## config.mk

```make
export PLATFORM = sky130hd
export DESIGN_NAME = master_trigger_generator_flat
export DESIGN_NICKNAME = d
export VERILOG_FILES = /design/src/rtl/master_trigger_generator_if.sv /design/src/rtl/master_trigger_generator.sv /design/src/flat_wrapper.sv
export SDC_FILE = /design/constraint.sdc
export NUM_CORES = 1
export LEC_CHECK = 0
export CORE_AREA = 3 3 40 42
export CTS_BUF_LIST = sky130_fd_sc_hd__clkbuf_2
export CTS_CLUSTER_DIAMETER = 50
export DETAILED_ROUTE_END_ITERATION = 16
export DIE_AREA = 0 0 43 45
export GPL_ROUTABILITY_DRIVEN = 0
export SYNTH_ARGS = -nofsm -noshare
export SYNTH_HDL_FRONTEND = slang
export SYNTH_SLANG_ARGS = --single-unit
```

## constraint.sdc

```tcl
create_clock -name clk_i -period 1.3 [get_ports clk_i]
set_input_delay 0.26 -clock clk_i [delete_from_list [all_inputs] [get_ports clk_i]]
set_output_delay 0.26 -clock clk_i [all_outputs]
set_load 0.1 [all_outputs]
```

## src/rtl/master_trigger_generator_if.sv

```systemverilog
// Trigger-link bundle between a timer's control logic and its TRGO generator.
// The master modport is the generator's view: it consumes the control
// signals and drives trg/trg_edge. The slave modport is the opposite side.
interface master_trigger_generator_if #(
  parameter int unsigned CH_PAIRS_NUM = 2
);

  logic [2:0]                  mms;        // master mode select
  logic                        dly;        // one extra cycle of trg latency
  logic                        ug;         // software update generation pulse
  logic                        cnt_en;     // counter enable level
  logic                        uev;        // update event pulse
  logic                        cc1_match;  // CC1 match pulse
  logic [2*CH_PAIRS_NUM-1:0]   ocref;      // OCxREF levels, bit k = channel k+1
  logic                        trg;        // TRGO to slave timers
  logic                        trg_edge;   // one-cycle pulse per rising edge of trg

  modport master (
    input  mms,
    input  dly,
    input  ug,
    input  cnt_en,
    input  uev,
    input  cc1_match,
    input  ocref,
    output trg,
    output trg_edge
  );

  modport slave (
    output mms,
    output dly,
    output ug,
    output cnt_en,
    output uev,
    output cc1_match,
    output ocref,
    input  trg,
    input  trg_edge
  );

endinterface

```

## src/rtl/master_trigger_generator.sv

```systemverilog
// Master-mode TRGO transmitter for the inter-timer trigger link.
// Selects a timer event or level according to the master mode select,
// shapes it (single pulse, stretched pulse or level), optionally adds one
// cycle of latency, and drives trg plus a registered rising-edge strobe.
//
// Build option: define TRGO_STRETCH_EN to stretch pulse-mode events to
// PULSE_W cycles (with retrigger). Without it, every pulse-mode event gives
// exactly one high cycle and no stretch counter exists.
module master_trigger_generator #(
  parameter int unsigned CH_PAIRS_NUM = 2,
  parameter int unsigned PULSE_W      = 4
) (
  input  logic                        clk_i,
  input  logic                        aresetn_i,
  master_trigger_generator_if.master  bus
);

  localparam int unsigned OCREF_NUM = 2 * CH_PAIRS_NUM;
  // mms[1:0] can only address the first four OCxREF channels.
  localparam int unsigned OCREF_SEL = (OCREF_NUM < 4) ? OCREF_NUM : 4;

  typedef enum logic [1:0] {
    ST_IDLE,
    ST_PULSE,
    ST_LEVEL
  } state_e;

  state_e      state;
  logic [2:0]  mms_q;       // mode seen on the previous edge
  logic        stage_q;     // FSM stage output, also the extra-latency register
  logic        trg_q;       // registered TRGO
  logic        trg_d;       // trg one cycle later, for edge detection
  logic        trg_edge_q;  // registered rising-edge strobe

  logic        guard;       // mode is changing on this edge
  logic        pulse_mode;  // selected source is an event pulse
  logic        src;         // selected source value this cycle
  logic        stretch_on;  // stretch counter still holding the pulse high
  logic        stage_nxt;   // stage output to be registered on this edge

`ifdef TRGO_STRETCH_EN
  localparam int unsigned CNT_W = (PULSE_W > 1) ? $clog2(PULSE_W) : 1;
  localparam logic [CNT_W-1:0] CNT_LOAD = CNT_W'(PULSE_W - 1);

  logic [CNT_W-1:0] cnt;    // remaining stretched cycles after the current one
`else
  // PULSE_W has no effect in this build; it stays on the port list so both
  // builds share one parameter set.
  if (PULSE_W == 0) begin : g_pulse_w_unused
  end
`endif

  // Source selection and output decode for the shaping stage.
  always_comb begin
    // NOTE: every signal written here gets a default first, so no latch is inferred on any path.
    src        = 1'b0;
    pulse_mode = 1'b0;
    stretch_on = 1'b0;
    guard      = (bus.mms != mms_q);

    unique casez (bus.mms)
      3'b000: begin src = bus.ug;        pulse_mode = 1'b1; end
      3'b001: begin src = bus.cnt_en;    pulse_mode = 1'b0; end
      3'b010: begin src = bus.uev;       pulse_mode = 1'b1; end
      3'b011: begin src = bus.cc1_match; pulse_mode = 1'b1; end
      3'b1??: begin
        // Channels beyond the implemented OCxREF set read as 0.
        for (int k = 0; k < int'(OCREF_SEL); k++) begin
          if (bus.mms[1:0] == 2'(k)) begin
            src = bus.ocref[k];
          end
        end
      end
      default: begin src = 1'b0; pulse_mode = 1'b0; end
    endcase

`ifdef TRGO_STRETCH_EN
    stretch_on = (state == ST_PULSE) && (cnt != '0);
`endif

    // In every state the stage is high when the selected source is active;
    // a pending stretch keeps it high between events.
    stage_nxt = guard ? 1'b0 : (src | stretch_on);
  end

  // Shaping FSM with registered stage, TRGO and mode-change guard.
  always_ff @(posedge clk_i or negedge aresetn_i) begin
    if (!aresetn_i) begin
      state   <= ST_IDLE;
      mms_q   <= 3'b000;
      stage_q <= 1'b0;
      trg_q   <= 1'b0;
`ifdef TRGO_STRETCH_EN
      cnt     <= '0;
`endif
    end else begin
      // NOTE: state is updated with <= so every register samples pre-edge values and order does not matter.
      mms_q <= bus.mms;

      if (guard) begin
        // A mode switch flushes everything so no stale level or pulse can
        // leak into the new mode as a false edge.
        state   <= ST_IDLE;
        stage_q <= 1'b0;
        trg_q   <= 1'b0;
`ifdef TRGO_STRETCH_EN
        cnt     <= '0;
`endif
      end else begin
        stage_q <= stage_nxt;
        // With dly set, TRGO takes the already-registered stage value,
        // adding exactly one cycle of latency.
        trg_q   <= bus.dly ? stage_q : stage_nxt;

        unique case (state)
          ST_IDLE: begin
            if (src) begin
              state <= pulse_mode ? ST_PULSE : ST_LEVEL;
`ifdef TRGO_STRETCH_EN
              cnt   <= CNT_LOAD;
`endif
            end
          end

          ST_PULSE: begin
`ifdef TRGO_STRETCH_EN
            // A new event reloads the counter, so the output never gaps.
            if (src) begin
              cnt <= CNT_LOAD;
            end else if (cnt != '0) begin
              cnt <= cnt - CNT_W'(1);
            end else begin
              state <= ST_IDLE;
            end
`else
            // One high cycle per event; back-to-back events keep it high.
            if (!src) begin
              state <= ST_IDLE;
            end
`endif
          end

          ST_LEVEL: begin
            if (!src) begin
              state <= ST_IDLE;
            end
          end

          default: begin
            state <= ST_IDLE;
          end
        endcase
      end
    end
  end

  // Rising-edge strobe on TRGO, one cycle after trg rises.
  always_ff @(posedge clk_i or negedge aresetn_i) begin
    if (!aresetn_i) begin
      trg_d      <= 1'b0;
      trg_edge_q <= 1'b0;
    end else begin
      trg_d      <= trg_q;
      trg_edge_q <= trg_q & ~trg_d;
    end
  end

  assign bus.trg      = trg_q;
  assign bus.trg_edge = trg_edge_q;

endmodule

```

## src/flat_wrapper.sv

```systemverilog
// flat-port wrapper written by rule: the top's interface ports become plain ports
module master_trigger_generator_flat 
#(
  parameter int unsigned CH_PAIRS_NUM = 2,
  parameter int unsigned PULSE_W      = 4
)
  (clk_i, aresetn_i, bus_mms, bus_dly, bus_ug, bus_cnt_en, bus_uev, bus_cc1_match, bus_ocref, bus_trg, bus_trg_edge);
  master_trigger_generator_if #(.CH_PAIRS_NUM(CH_PAIRS_NUM)) bus_i ();
  input  logic clk_i;
  input  logic aresetn_i;
  input wire logic [$bits(bus_i.mms)-1:0] bus_mms;
  input wire logic [$bits(bus_i.dly)-1:0] bus_dly;
  input wire logic [$bits(bus_i.ug)-1:0] bus_ug;
  input wire logic [$bits(bus_i.cnt_en)-1:0] bus_cnt_en;
  input wire logic [$bits(bus_i.uev)-1:0] bus_uev;
  input wire logic [$bits(bus_i.cc1_match)-1:0] bus_cc1_match;
  input wire logic [$bits(bus_i.ocref)-1:0] bus_ocref;
  output wire logic [$bits(bus_i.trg)-1:0] bus_trg;
  output wire logic [$bits(bus_i.trg_edge)-1:0] bus_trg_edge;
  assign bus_i.mms = bus_mms;
  assign bus_i.dly = bus_dly;
  assign bus_i.ug = bus_ug;
  assign bus_i.cnt_en = bus_cnt_en;
  assign bus_i.uev = bus_uev;
  assign bus_i.cc1_match = bus_cc1_match;
  assign bus_i.ocref = bus_ocref;
  assign bus_trg = bus_i.trg;
  assign bus_trg_edge = bus_i.trg_edge;
  master_trigger_generator #(.CH_PAIRS_NUM(CH_PAIRS_NUM), .PULSE_W(PULSE_W)) u_core (.clk_i(clk_i), .aresetn_i(aresetn_i), .bus(bus_i));
endmodule
```

==> results of run 1 <==
-- routing by layer --
layer | global-route usage, % | vias up | routed length (um) | part of all wire [%]
li1 | - | 119 | - | -
met1 | 9.16 | 117 | 245 | 40
met2 | 12.6 | 16 | 308 | 50
met3 | 5.58 | 0 | 67 | 11
met4 | 3.61 | 0 | 0 | 0
met5 | 0 | - | 0 | 0
-- stage by stage --
step	setup TNS (ps)	util, %	total power [mW]
5_1_grt	0	40.4	0.521
3_3_place_gp	-782	39.5	0.349
4_1_cts	0	40.3	0.504
3_5_place_dp	-912	39.5	0.353
2_1_floorplan	0	-	0.288
6_report	0	40.4	0.492
-- report_power, final --
part | total (mW) | switching (mW) | leakage [nW] | internal, mW
sequential | 0.233 | 0.00524 | 0.0902 | 0.227
combinational | 0.104 | 0.0473 | 0.154 | 0.0566
clock | 0.155 | 0.0735 | 0.0166 | 0.0818
total | 0.492 | 0.126 | 0.261 | 0.366
-- logic make-up after synthesis --
group	Yosys count	share of synthesized area, %
xor gates and xnor gates	3	8.33
buffers and inverters	1	3.57
AOI/OAI and AO/OA	1	3.97
and+or+nand+nor	5	8.73
muxes	5	19.8
DFF	7	55.6
-- cell type report --
type,instances,area (um2)
tap,15,18.8
multi-input combinational,14,129
timing repair buffer,17,176
clock buffer,4,20.0
fill,133,766
sequential,7,175
-- synth_stat cells --
library cell,number
buf_6,1
dfrtp_1,7
xnor2_1,3
nand2_1,1
o31ai_2,1
mux2i_1,4
nand3_1,1
nor2_1,1
mux4_2,1
nand4b_1,1
nor2b_1,1
-- registers in the layout, summed over array words and instances (netlist names) --
signal,cells
u_core.bus.trg,1
u_core.bus.trg_edge,1
u_core.mms_q,3
u_core.stage_q,1
u_core.trg_d,1
-- cell usage in the layout, fill, tap and decap left out, drive strengths merged --
cell type | Yosys | final
buf | 1 | 4
clkbuf | 0 | 5
clkdlybuf4s50 | 0 | 3
dfrtp | 7 | 7
dlygate4sd2 | 0 | 7
dlymetal6s2s | 0 | 2
mux2i | 4 | 4
mux4 | 1 | 1
nand2 | 1 | 1
nand3 | 1 | 1
nand4b | 1 | 1
nor2 | 1 | 1
nor2b | 1 | 1
o31ai | 1 | 1
xnor2 | 3 | 3
-- worst reg2reg max path, cell delays in order (launching register included) --
cell and delay (ps):
dfrtp_1 370, xnor2_1 180, nand3_1 140, o31ai_2 190
-- worst max-delay path by stage --
stage                   from                       end  slack, ps  cells past startpoint
2_1_floorplan     bus_mms[1]  u_core.bus.trg$_DFF_PN0_         50                      4
3_3_place_gp      bus_mms[1]  u_core.bus.trg$_DFF_PN0_       -450                      4
3_5_place_dp      bus_mms[1]  u_core.bus.trg$_DFF_PN0_       -520                      4
4_1_cts        bus_cc1_match  u_core.bus.trg$_DFF_PN0_          4                      4
5_1_grt           bus_mms[2]  u_core.bus.trg$_DFF_PN0_         40                      3
6_report          bus_mms[2]  u_core.bus.trg$_DFF_PN0_         70                      3
-- timing repair --
action / CTS / global route
pin swaps: 1 / 1
resized for setup: 8 / 4
setup endpoints to repair: 2 / 1
==> flow_summary.ini, run 1 <==
[floorplanning]
initial_core_util_pct = 24.5
die_w_um = 43
core_area_um2 = 1280
die-area_um2 = 1940
die_y_um = 45
num_io_pins = 16
rows = 13

[clock_tree]
cts_setup_buffers = 0
cts_made_buffers = 3
clk_pin_slew_ps = 70
clk_latency_ps = 220
cts_sinks = 7
htreeDepth = 1
cts_tree = yes
root_buffer = clkbuf_2
cts_hold_buf = 0
clockBufferDepth = 2

[timing]
worst_slew_pin_slew_ps = 323
fin_crit_ps = 1230
slew_headroom_pct = 78.4
whs_ps = 296
period_share_pct = 94.5
rsz0062_at_grt = false
skew_ps = 1.51
fmax_mhz = 814
finalWorstSetupSlack_ps = 71.0
hold_viol_final = 0
finalSetupViolCount = 0
slew_violations = 0

[route]
postRouteAntennaNets = 0
drt-total-wl_um = 620
dr_total_vias = 252
post_drt_wl_per_cell_um = 10.9
vias_per_cell = 4.42
initialDrtViolationCount = 1
drc = 0
dr.pass1.iters = 4

[yosys]
synthTopCellsByArea = dfrtp_1, mux2i_1, xnor2_1, mux4_2, o31ai_2
synthesis.area_um2 = 315
synth_top_cell_by_area = dfrtp_1
ys_ff_latch = 7
synth_top_area_share_pct = 55.6
avgSynthCellArea_um2 = 14.3
yosysWarningCount = 0
synthDistinctLibCells = 11
syn_nets = 36
ys_seq_area_share_pct = 55.6
syn_inst = 22

[outcome]
outcome = completed

[setup_path]
reg2reg_to = u_core.bus.trg$_DFF_PN0_
worstPathMaxFanout = 3
ff2ff_setup_slack_ps = 340
slowest_stage = clkdlybuf4s50_1
path_buf_inv = 1
criticalPathCategory = in2reg
endpoint_kind = flop
crit_family = buffers and inverters
worstSetupStartpointType = input pin
path_cells = clkdlybuf4s50_1 > mux4_2 > o31ai_2
rr_worst_depth = 3
max_stage_delay_ps = 540
r2r-start = u_core.mms_q[2]$_DFF_PN0_
required_ps = 1430
cp.arrival_ps = 1360

[global_routing]
grt_pass1_wl_mm = 1.15
grt_pass1_vias = 287
grt_max_degree = 8
antenna_found_initial = 0
grt.overflow.total = 0
grtUsageTotal_pct = 8.32

[final_layout]
final_nets = 57
stdcell_count = 57
area_delta_synth_final_pct = 64.7
final_cell_area_um2 = 519
num_antenna_cells = 0
drive_gt1_share_pct = 26.2

[power_and_ir_drop]
ir_drop_uv = 424
p_per_area_nw_per_um2 = 947
leakagePower_nw = 0.261

[placed_design]
port_buffers = 15
dpl_worst_slack_ps = -522
place_inst = 53
placement.cell_area_um2 = 508

[run]
cap_violations = 0

[min_path]
hold_class = in2async
No activity file was read; power rests on OpenSTA's default activity.
==> inputs of run 2 (changes only) <==
--- a/config.mk
+++ b/config.mk
@@ -11,6 +11,8 @@
 export DETAILED_ROUTE_END_ITERATION = 16
 export DIE_AREA = 0 0 43 45
 export GPL_ROUTABILITY_DRIVEN = 0
+export GPL_TIMING_DRIVEN = 0
+export RECOVER_POWER = 25
 export SYNTH_ARGS = -nofsm -noshare
 export SYNTH_HDL_FRONTEND = slang
 export SYNTH_SLANG_ARGS = --single-unit
==> flow_summary.ini, run 2 (synthesis gave the netlist of run 1 again) <==
[outcome]
outcome = completed

[power_and_ir_drop]
ir_drop_uv = 492
power_mw = 0.484
leakagePower_nw = 0.303
p_per_area_nw_per_um2 = 926

[timing]
fmax_mhz = 783
worst_slew_pin_slew_ps = 484
hold_viol_final = 0
slew_headroom_pct = 68.0
finalSetupViolCount = 0
slew_violations = 0
period_share_pct = 98.2
skew_ps = 0.519
fin_crit_ps = 1280

[final_layout]
largest_register_ffs = 3
drive_gt1_share_pct = 23.8
final_nets = 57
area_delta_synth_final_pct = 65.9
layout_commonest_cell = dlymetal6s2s_1
final_cell_area_um2 = 523
num_antenna_cells = 0
layout_common_cells = dlymetal6s2s_1, dfrtp_1, mux2i_1, clkbuf_2
top_register = u_core.mms_q
multi_input_area_um2 = 129
num-fill-cells = 128
seq_area_um2 = 175

[clock_tree]
cts_made_buffers = 3
clockBufferDepth = 2
cts_hold_buf = 0
htreeDepth = 1
cts_sinks = 7
cts_tree = yes
clk_pin_slew_ps = 60
root_buffer = clkbuf_2
clk_latency_ps = 220

[setup_path]
required_ps = 1430
worstPathMaxFanout = 5
path_buf_inv = 2
reg2reg_to = u_core.bus.trg$_DFF_PN0_
crit_family = multiplexers
worstSetupStartpointType = input pin
cp.arrival_ps = 1410
crit_end = u_core.bus.trg$_DFF_PN0_
criticalPathCategory = in2reg
max_stage_delay_ps = 490
path_cells = clkdlybuf4s15_1 > buf_6 > mux2i_1 > mux4_2 > o31ai_2
endpoint_kind = flop
ff2ff_setup_slack_ps = 330
rr_worst_depth = 3
path_depth = 5
r2r-start = u_core.mms_q[2]$_DFF_PN0_
startpoint = bus_mms[1]
slowest_stage = mux4_2

[floorplanning]
core_area_um2 = 1280
rows = 13
die_y_um = 45
num_io_pins = 16
die-area_um2 = 1940
die_w_um = 43
initial_core_util_pct = 24.5

[route]
vias_per_cell = 4.30
initialDrtViolationCount = 4
dr_wl_met3_um = 62
dr_total_vias = 245
drc = 0
dr_wl_met2_um = 301
dr.pass1.iters = 2
postRouteAntennaNets = 0
post_drt_wl_per_cell_um = 10.5
drt-total-wl_um = 600
top_layer_used = met3
met1_length_um = 236

[global_routing]
grt_pass1_wl_um = 979
grt_max_degree = 8
grtUsageTotal_pct = 7.42
grt_pass1_vias = 263
grt.overflow.total = 0
antenna_found_initial = 0

[placed_design]
port_buffers = 15
placement.cell_area_um2 = 484

[run]
cap_violations = 0

[min_path]
hold_class = in2reg
run 2: metrics by stage:
step | instances | hold slack (ps) | worst slack, ps | utilization, % | TNS (ps)
6_report | 57 | 280 | 23.3 | 40.7 | 0
5_1_grt | 57 | 270 | -0.988 | 40.7 | -0.988
4_1_cts | 57 | 281 | 0.564 | 38.9 | 0
3_5_place_dp | 52 | 390 | -471 | 37.7 | -1670
3_3_place_gp | 52 | 376 | -446 | 37.7 | -1580
2_1_floorplan | 22 | -35.6 | 53.0 | - | 0
run 2: power by group:
| part | leakage, nW | total (mW) | switching (mW) | internal [mW] |
|---|---|---|---|---|
| logic | 0.196 | 0.102 | 0.0471 | 0.0552 |
| clock network | 0.0166 | 0.150 | 0.0687 | 0.0816 |
| registers | 0.0902 | 0.232 | 0.00393 | 0.228 |
run 2: worst min path at each step:
| stage | startpoint | endpoint | slack [ps] | cells after the start |
|---|---|---|---|---|
| global route | bus_mms[1] | u_core.mms_q[1]$_DFF_PN0_ | 270 | 1 |
| floorplan | aresetn_i | u_core.bus.trg$_DFF_PN0_ | -40 | 0 |
| finish | bus_mms[1] | u_core.mms_q[1]$_DFF_PN0_ | 280 | 1 |
| CTS | aresetn_i | u_core.stage_q$_DFF_PN0_ | 280 | 1 |
| detailed placement | u_core.bus.trg$_DFF_PN0_ | u_core.trg_d$_DFF_PN0_ | 390 | 0 |
| global placement | u_core.bus.trg$_DFF_PN0_ | u_core.trg_d$_DFF_PN0_ | 380 | 0 |
run 2: cell type report:
class | instances | share of cell area [%]
buffer | 1 | 2.15
clock buffer | 4 | 3.83
multi-input combinational | 14 | 24.6
sequential | 7 | 33.5
tap | 15 | 3.59
timing repair buffer | 16 | 32.3
run 2: layer usage:
layer	track usage, %	vias up
li1	-	116
met1	6.00	113
met3	4.78	0
met4	5.42	0
met5	0	-
met2	12.9	16
run 2: what timing repair did:
| action | in CTS | in global routing |
|---|---|---|
| pin swaps | 1 | 1 |
| buffers inserted | 1 | 0 |
| gates resized for setup | 12 | 10 |
| setup endpoints to repair | 4 | 2 |
